[config.mk]
export PLATFORM = sky130hd
export DESIGN_NAME = alu_serial_ctrl
export DESIGN_NICKNAME = d
export VERILOG_FILES = /design/src/rtl/alu_pkg.sv /design/src/rtl/alu_serial_ctrl_alu1b.sv /design/src/rtl/alu_serial_ctrl.sv
export SDC_FILE = /design/constraint.sdc
export NUM_CORES = 1
export LEC_CHECK = 0
export CORE_UTILIZATION = 50
export DETAILED_ROUTE_END_ITERATION = 8
export PLACE_DENSITY = 0.77
export SETUP_SLACK_MARGIN = 0.3
export SLEW_MARGIN = 20
export SYNTH_ARGS = -nofsm -noshare
export SYNTH_HDL_FRONTEND = slang
export SYNTH_SLANG_ARGS = --single-unit
export TNS_END_PERCENT = 30
[constraint.sdc]
create_clock -name clk -period 3.29 [get_ports clk]
set_input_delay 0.658 -clock clk [delete_from_list [all_inputs] [get_ports clk]]
set_output_delay 0.658 -clock clk [all_outputs]
set_load 0.05 [all_outputs]
[src/rtl/alu_pkg.sv]
// Shared definitions for the bit-serial ALU sequencer:
// opcodes, FSM states and the initial-carry rule.
package alu_pkg;

    localparam logic [2:0] OP_AND  = 3'b000;
    localparam logic [2:0] OP_OR   = 3'b001;
    localparam logic [2:0] OP_XOR  = 3'b010;
    localparam logic [2:0] OP_XNOR = 3'b011;
    localparam logic [2:0] OP_INC  = 3'b100;
    localparam logic [2:0] OP_ADD  = 3'b101;
    localparam logic [2:0] OP_SUB  = 3'b110;
    localparam logic [2:0] OP_RSUB = 3'b111;

    typedef enum logic [1:0] {
        ST_IDLE = 2'd0,
        ST_RUN  = 2'd1,
        ST_DONE = 2'd2
    } state_e;

    function automatic logic init_carry(
        input logic [2:0] op,
        input logic       cin
    );
        logic c;
        c = 1'b0;
        case (op)
            OP_INC, OP_SUB, OP_RSUB: c = 1'b1;
            OP_ADD:                  c = cin;
            default:                 c = 1'b0;
        endcase
        return c;
    endfunction

endpackage

[src/rtl/alu_serial_ctrl_alu1b.sv]
// ALU1b: one-bit ALU slice. M selects arithmetic; S1,S0
// pick the logic function or the operand inversion.
module alu1b (
    input  logic a_i,
    input  logic b_i,
    input  logic c_i,
    input  logic m_i,
    input  logic s1_i,
    input  logic s0_i,
    output logic f_o,
    output logic co_o
);

    logic x;
    logic y;

    always_comb begin
        x    = a_i;
        y    = b_i;
        f_o  = 1'b0;
        co_o = 1'b0;
        if (m_i) begin
            case ({s1_i, s0_i})
                2'b00:   y = 1'b0;
                2'b01:   y = b_i;
                2'b10:   y = ~b_i;
                default: x = ~a_i;
            endcase
            f_o  = x ^ y ^ c_i;
            co_o = (x & y) | (c_i & (x ^ y));
        end else begin
            case ({s1_i, s0_i})
                2'b00:   f_o = a_i & b_i;
                2'b01:   f_o = a_i | b_i;
                2'b10:   f_o = a_i ^ b_i;
                default: f_o = ~(a_i ^ b_i);
            endcase
        end
    end

endmodule

[src/rtl/alu_serial_ctrl.sv]
// Bit-serial ALU sequencer: one WIDTH-bit op, LSB first,
// through a single ALU1b slice with the carry fed back.
module alu_serial_ctrl
    import alu_pkg::*;
#(
    parameter int WIDTH = 32
) (
    input  logic             clk,
    input  logic             rst,
    input  logic             start_i,
    input  logic [2:0]       op_i,
    input  logic [WIDTH-1:0] a_i,
    input  logic [WIDTH-1:0] b_i,
    input  logic             cin_i,
    output logic             busy_o,
    output logic             done_o,
    output logic [WIDTH-1:0] result_o,
    output logic             cout_o,
    output logic             zero_o
);

    localparam int CW = $clog2(WIDTH);

    state_e           state_q;
    logic [2:0]       op_q;
    logic [WIDTH-1:0] sa_q;
    logic [WIDTH-1:0] sb_q;
    logic [WIDTH-1:0] sr_q;
    logic [WIDTH-1:0] sr_d;
    logic             carry_q;
    logic [CW-1:0]    cnt_q;
    logic             busy_q;
    logic             done_q;
    logic [WIDTH-1:0] result_q;
    logic             cout_q;
    logic             zero_q;
    logic             f;
    logic             co;

    alu1b u_slice (
        .a_i  (sa_q[0]),
        .b_i  (sb_q[0]),
        .c_i  (carry_q),
        .m_i  (op_q[2]),
        .s1_i (op_q[1]),
        .s0_i (op_q[0]),
        .f_o  (f),
        .co_o (co)
    );

    assign sr_d = {f, sr_q[WIDTH-1:1]};

    always_ff @(posedge clk) begin
        if (rst) begin
            state_q  <= ST_IDLE;
            op_q     <= '0;
            sa_q     <= '0;
            sb_q     <= '0;
            sr_q     <= '0;
            carry_q  <= 1'b0;
            cnt_q    <= '0;
            busy_q   <= 1'b0;
            done_q   <= 1'b0;
            result_q <= '0;
            cout_q   <= 1'b0;
            zero_q   <= 1'b1;
        end else begin
            unique case (state_q)
                ST_IDLE: begin
                    done_q <= 1'b0;
                    if (start_i) begin
                        op_q    <= op_i;
                        sa_q    <= a_i;
                        sb_q    <= b_i;
                        carry_q <= init_carry(op_i, cin_i);
                        cnt_q   <= '0;
                        busy_q  <= 1'b1;
                        state_q <= ST_RUN;
                    end
                end
                ST_RUN: begin
                    sa_q    <= sa_q >> 1;
                    sb_q    <= sb_q >> 1;
                    sr_q    <= sr_d;
                    carry_q <= co;
                    cnt_q   <= cnt_q + 1'b1;
                    // Last bit: publish the completed word.
                    if (cnt_q == CW'(WIDTH - 1)) begin
                        busy_q   <= 1'b0;
                        done_q   <= 1'b1;
                        result_q <= sr_d;
                        cout_q   <= op_q[2] & co;
                        zero_q   <= (sr_d == '0);
                        state_q  <= ST_DONE;
                    end
                end
                ST_DONE: begin
                    done_q  <= 1'b0;
                    state_q <= ST_IDLE;
                end
                default: state_q <= ST_IDLE;
            endcase
        end
    end

    assign busy_o   = busy_q;
    assign done_o   = done_q;
    assign result_o = result_q;
    assign cout_o   = cout_q;
    assign zero_o   = zero_q;

endmodule

-- Word-level counts from Yosys, hierarchy flattened
Cells that the tools add are included.
- register bits after elaboration: 143
- input port bits: 71
- word-level logic and storage cells: 74
- add/subtract/negate cells: 1
- equal/unequal tests: 11
- muxes and demuxes: 24
- bitwise gates (word level): 12
- reductions and logical operators: 14
- operators with widths (operator ; count):
    case mux 32 bit (2 select lines) ; 2
    two-way mux 32 bit ; 2
    logical NOT 32 bit ; 1
    == test 3 bit (second input constant) ; 4
    case mux 1 bit (2 select lines) ; 5
    case mux 5 bit (2 select lines) ; 1
    AND reduction 2 bit ; 5
    two-way mux 1 bit ; 9
    OR reduction 3 bit ; 2
    adder 5 x 1 -> 5 bit (second input constant) ; 1
    == test 5 bit (second input constant) ; 1
    two-way mux 5 bit ; 1
    AND 1 bit ; 4
    == test 2 x 1 -> 1 bit (second input constant) ; 2
    == test 2 bit (second input constant) ; 2
    logical NOT 2 bit ; 2
    two-way mux 2 bit ; 2
    != test 2 bit (second input constant) ; 2
    case mux 2 bit (2 select lines) ; 1
    nonzero test 2 bit ; 2
    inverter 1 bit ; 3
    case mux 1 bit (3 select lines) ; 1
    AND reduction 3 bit ; 1
    XOR 1 bit ; 3
    other kinds (2) ; 3

-- Depth between registers and ports, before layout
- depth after elaboration: 9
- gate-level depth with buffers: 9
- depth with buffers taken out: 8

-- By module
A second synthesis with hierarchy kept.
- cell total of the unflattened synthesis: 848
- area total of the unflattened synthesis: 6538.8 um^2
- modules (own cells, without submodules) (module ; times used ; cells an instance ; area an instance (um^2) ; seq. area each (um^2)):
    alu_serial_ctrl ; 1 ; 830 ; 6406.1 ; 2842.7
    alu1b ; 1 ; 18 ; 132.6 ; 0.0

-- Worst setup path after synthesis
No wires, ideal clock.
- kind: register to register
- start point: reg cnt_q[0]
- end point: reg zero_q (netlist: zero_o)
- arrival: 1586 ps
- data required time: 3168 ps
- path slack: 1582 ps
- cell stages (with the launch flop): 9
- buffers on the path: 1
- clock period less this slack: 1708 ps
- path through: dfxtp_1 -> ha_1 -> and3_1 -> ha_1 -> and3b_1 -> buf_2 -> nand2_1 -> a21oi_1 -> a221o_1
- cells in the longest elaborated chain, start to end: 2
- RTL lines (item ; RTL line ; source):
    from (decl) ; alu_serial_ctrl.sv:31 ; logic [CW-1:0] cnt_q;
    from (signal assigned) ; alu_serial_ctrl.sv:86 ; cnt_q <= cnt_q + 1'b1;
    == test 5 bit ; alu_serial_ctrl.sv:88 ; if (cnt_q == CW'(WIDTH - 1)) begin
    AND reduction 2 bit (no source line) ; -- ;
    to (signal assigned) ; alu_serial_ctrl.sv:93 ; zero_q <= (sr_d == '0);
    to (decl) ; alu_serial_ctrl.sv:36 ; logic zero_q;
Every way passes these cells.
A chain may end at the register's enable or synchronous reset.

-- Final worst setup path
- start point: reg done_q (netlist: done_o)
- end point: out done_o
- RTL lines (item ; RTL line ; source):
    from (decl) ; alu_serial_ctrl.sv:33 ; logic done_q;
    from (signal assigned) ; alu_serial_ctrl.sv:63 ; done_q <= 1'b0;
    from (signal assigned) ; alu_serial_ctrl.sv:70 ; done_q <= 1'b0;
    from (signal assigned) ; alu_serial_ctrl.sv:90 ; done_q <= 1'b1;
    to (decl) ; alu_serial_ctrl.sv:16 ; output logic done_o,
No word-level cell between the ends.

==> results.py <==
metrics = {
    "status": {
        "status": "completed",
    },
    "timing": {
        "rsz0062_at_grt": "no",
        "finalMaxSlewViolations": 0,
        "setup_tns_ns": 0,
        "min_period_ns": 2.377,
        "finalCritPeriodShare_pct": 72.25,
        "final-hold-violation-count": 0,
        "worst_pin_slew_ns": 0.9195,
        "setup_viol": 0,
        "relSlewSlack_pct": 38.70,
        "skew_ns": 0.009879,
        "max_freq_mhz": 420.7,
        "whs_ns": 0.4535,
    },
    "grt": {
        "antenna_found_initial": 0,
        "track_usage_pct": 23.71,
        "grt_pass1_wl_mm": 21.62,
        "first_global_vias": 4755,
        "grt_max_degree": 91,
        "overflow": 0,
    },
    "final_layout": {
        "layoutNonFillerInstCount": 895,
        "fin_nets": 822,
        "antennaDiodeCount": 0,
        "nFillCells": 838,
        "design_area_mm2": 0.007214,
        "layout_commonest_cell": "nand2_1",
        "syn_to_final_growth_pct": 31.91,
        "layout_common_cells": "nand2_1 (195), dfxtp_1 (142), a21oi_1 (129)",
        "layout-drive-gt1-share_pct": 7.378,
    },
    "critical_path": {
        "cp_cell_sequence": "clkdlybuf4s50_1",
        "crit_arrival_ns": 1.72,
        "crit_buf_inv": 1,
        "start_kind": "flop",
        "slowest_stage": "clkdlybuf4s50_1",
        "reg2reg_depth": 7,
        "cp_max_fo": 2,
        "cp_top_family": "buffers and inverters",
        "worstPathRequired_ns": 2.63,
        "worstSetupPathType": "reg2out",
        "cp_slowest_stage_delay_ns": 0.82,
        "cp.depth": 1,
        "critPathCaptureType": "output pin",
    },
    "yosys": {
        "synth-edff-count": 0,
        "ys_types": 33,
        "avgSynthCellArea_um2": 8.187,
        "async_flop_share_pct": 0,
        "synth_nets": 744,
        "synthesis.area_mm2": 0.005469,
        "netlist_instances": 668,
        "ys_ff_latch": 142,
        "ys_dominant_reg_cell": "dfxtp_1",
        "synth_seq_area_share_pct": 51.98,
        "yosysWarnings": 0,
    },
    "clocking": {
        "cts_resized": 0,
        "htree_levels": 4,
        "cts_buffers": 17,
        "root_buffer": "clkbuf_8",
        "clk_latency_ns": 0.52,
        "cts_tree": "yes",
        "clk_pin_slew_worst_paths_ns": 0.07,
        "post_cts_buffers": 0,
        "cts_max_path_buffers": 2,
        "cts_sinks": 142,
        "hold_buffers": 0,
    },
    "routing": {
        "post_drt_wl_per_cell_um": 14.23,
        "avgViaCountPerCell": 5.476,
        "wirelength_mm": 12.74,
        "vias": 4901,
        "first_pass_iters": 5,
        "drc": 0,
        "drtIter0Drc": 265,
        "postRouteAntennaNets": 0,
    },
    "min_path": {
        "worstHoldPathType": "reg2reg",
        "hold_depth": 2,
    },
    "die": {
        "die_area_mm2": 0.01136,
        "die_x_um": 106.6,
        "core_area_mm2": 0.01046,
        "fp.dieH_um": 106.6,
        "io_pins": 107,
        "start_util_pct": 52.27,
        "num_rows": 37,
    },
    "place": {
        "post-place-cells": 862,
        "port_buffers": 106,
        "dp_hpwl_mm": 7.968,
        "placed_cell_area_mm2": 0.006524,
        "gp_congestion": 0.7725,
    },
    "power_and_ir_drop": {
        "powerDensity_mw_per_mm2": 604.2,
        "power_leakage_nw": 2.534,
        "vdd_drop_max_uv": 286.9,
        "finalPower_mw": 4.359,
    },
    "job": {
        "max-cap-violations": 0,
    },
}
logic make-up after synthesis:
kind of cell             Yosys count  synth area share, %
AO/OA/AOI/OAI                    188                19.97
XOR/XNOR                           2               0.3204
adder cells (fa/ha/maj)            5                1.281
buffers and inverters             55                4.553
flip-flops                       142                51.98
AND/OR/NAND/NOR                  276                21.89
layout make-up:
cell class	instances	area, um^2	area share (%)
Clock buffer	17	414.1	5.741
Multi-Input combinational cell	471	2395	33.19
Clock inverter	15	256.5	3.555
Timing Repair Buffer	112	1129	15.64
Sequential cell	142	2843	39.40
Inverter	2	7.507	0.1041
Tap cell	136	170.2	2.359
registers in the layout (all words and copies together) (netlist names):
name,count
result_o,32
sa_q,32
sb_q,32
sr_q,31
cnt_q,5
op_q,3
state_q,2
busy_o,1
carry_q,1
cout_o,1
done_o,1
zero_o,1
stage by stage:
step           utilization, %  setup slack [ns]
2_1_floorplan               -             1.582
3_3_place_gp            62.35            0.7638
3_5_place_dp            62.35            0.7146
4_1_cts                 68.76            0.8986
5_1_grt                 68.95            0.8540
6_report                68.95            0.9131
final timing paths:
path                     start            to  slack [ns]
setup / recovery        done_o        done_o        0.91
hold / removal    result_o[16]  result_o[16]        0.45
setup reg to reg      cnt_q[0]   result_o[5]        1.08
hold reg to reg   result_o[16]  result_o[16]        0.45
synth_stat cells, types with 3 or more instances:
cell / instances / area [um^2]
a21oi_1: 129 / 645.6
a22oi_1: 53 / 397.9
buf_2: 25 / 125.1
buf_4: 3 / 22.52
clkbuf_1: 24 / 90.09
dfxtp_1: 142 / 2843
ha_1: 4 / 50.05
nand2_1: 195 / 732.0
nand3_1: 7 / 35.03
nor2_1: 43 / 161.4
nor4_1: 7 / 43.79
nor4_2: 9 / 112.6
routing by layer:
metal	GRT usage [%]	wire length, um	vias to the layer above
met3	6.687	671	25
met2	40.37	6493	140
met5	0	0	-
met4	9.100	218	0
li1	-	-	2434
met1	28.27	5356	2302
power by group:
part / leakage (nW) / switching, mW / internal (mW)
clock network: 0.320 / 0.768 / 1.40
registers: 1.16 / 0.0430 / 1.79
logic: 1.06 / 0.199 / 0.162
(Power assumes the default switching activity.)
==> RTL change: new RTL, same settings <==
The parameter `WIDTH` goes from 32 to 64.
--- a/src/rtl/alu_serial_ctrl.sv
+++ b/src/rtl/alu_serial_ctrl.sv
@@ -4,5 +4,5 @@
     import alu_pkg::*;
 #(
-    parameter int WIDTH = 32
+    parameter int WIDTH = 64
 ) (
     input  logic             clk,
Ports: changed (resized a_i, b_i and result_o); port bits go from 107 to 203. No check against the original RTL was run, so the function may have changed too.
==> RTL change against the original RTL <==
Core utilization shrank 3.4 points. Design area up 83%. Synthesized area rose by 88%. Routed wire length rose by 94%. Total power increased by 64%. Sequential cell count rose by 129. Clock skew is 0.0076 ns higher. Worst setup slack got worse by 0.011 ns. Highest routed layer is now met5.
==> RTL change: results <==
[status]
run_status = "finished, final reports clean"

[drt]
drt_iter0_markers = 620
met2WireLength_um = 12100
met1_length_um = 10600
top_layer = "met5"
wl_met3_um = 1410
post_drt_wl_per_cell_um = 13.8
vias_per_cell = 5.26
drt_first_pass_iters = 5

[clock_network]
cts_buffer_depth = 3
cts_buffers = 27
cts-htree-levels = 1
post_cts_resized = 0
root_buffer = "clkbuf_16"

[synthesis]
synth.area.top_cells = "dfxtp_1 53%, nor2_1 13%, nand2_1 10%"
synth-edff-count = 0
ys_types = 33
yosys-top-cells-count = "360 x nor2_1, 280 x nand2_1, 271 x dfxtp_1"
ys_seq_area_share_pct = 52.8
syn_inst = 1354
synthesis.nets = 1493

[layout]
fillerInstances = 1801
multi_input_area_mm2 = 0.00441
buffer_area_share_pct = 16.6
nFlopsAndLatches = 271
antenna_cells = 1
signal_buffers = 218
final_cells = 1789
num-multi-input-gates = 976
clock_cell_area_share_pct = 6.38
nNetsFinal = 1636
layout-drive-gt1-share_pct = 4.35
seq_area_share_pct = 41.0
inv_count = 3
num-clock-buffers = 43

[place]
hpwl_um = 15600
portBuffers = 202
place_inst = 1738
gp_congestion = 0.786

[global_routing]
grt_pass1_wl_um = 41800
antenna_found_initial = 2
met2_usage_pct = 39.6
use_met1_pct = 30.0
grtUsageTotal_pct = 23.3
grt_use_met3_pct = 5.42
grt_pass1_vias = 8728
grt_max_degree = 191

[worst_setup_path]
cp_max_fo = 50
max_stage_delay_ns = 0.93
critical_path_arrival_ns = 2.76
crit_family = "simple AND/OR/NAND/NOR gates"
critPathKind = "reg2reg"
slowest_stage = "or3_2"

[sta]
worstMarginPinSlew_ns = 1.00
finClkSkew_ns = 0.0174

[pwr]
ir_drop_mv = 0.414
switching_share_pct = 23.8
p_leak_uw = 0.00494

[worst_hold_path]
worstHoldStart = "result_o[27]$_SDFFE_PP0P_"
## RTL change: changes by cell type after synthesis, moves of 3 or more
cell      before  now
nor4_2         9    0
buf_1          1    9
buf_2         25   32
nor2_1        43  360
a22oi_1       53    9
nand2_1      195  280
nor4_1         7  131
clkbuf_1      24   56
a211oi_1       0    3
dfxtp_1      142  271
a21oi_1      129  155
## RTL change: power groups by stage
stage          registers (µW)  logic [µW]  clock network [µW]
2_1_floorplan            3580         440                   0
3_3_place_gp             3600         694                   0
3_5_place_dp             3600         705                   0
4_1_cts                  3530         709                2950
5_1_grt                  3550         791                3110
6_report                 3530         703                2900
## RTL change: cell families after synthesis
| family | Yosys count | synth area share, % |
|---|---|---|
| fa+ha+maj | 4 | 0.560 |
| compound gates | 176 | 9.14 |
| xor+xnor | 1 | 0.0852 |
| flops | 271 | 52.8 |
| simple gates | 794 | 32.7 |
| mux | 1 | 0.110 |
| buf+inv | 107 | 4.62 |
## RTL change: per-stage QoR
stage	area (µm²)	setup WS [ns]	utilization (%)	hold WS, ns
after floorplan	10300	1.45	-	0.436
after global placement	12400	0.776	61.4	0.442
after global routing	13200	0.736	65.6	0.472
after CTS	13200	0.884	65.6	0.455
after detailed placement	12400	0.683	61.4	0.447
final	13200	0.902	65.6	0.452
## RTL change: final timing paths
| kind | slack, ns | depth (start not counted) | to |
|---|---|---|---|
| min | 0.45 | 2 | result_o[27]$_SDFFE_PP0P_ |
| min reg2reg | 0.45 | 2 | result_o[27]$_SDFFE_PP0P_ |
| max | 0.90 | 6 | result_o[28]$_SDFFE_PP0P_ |
| max reg2reg | 0.90 | 6 | result_o[28]$_SDFFE_PP0P_ |
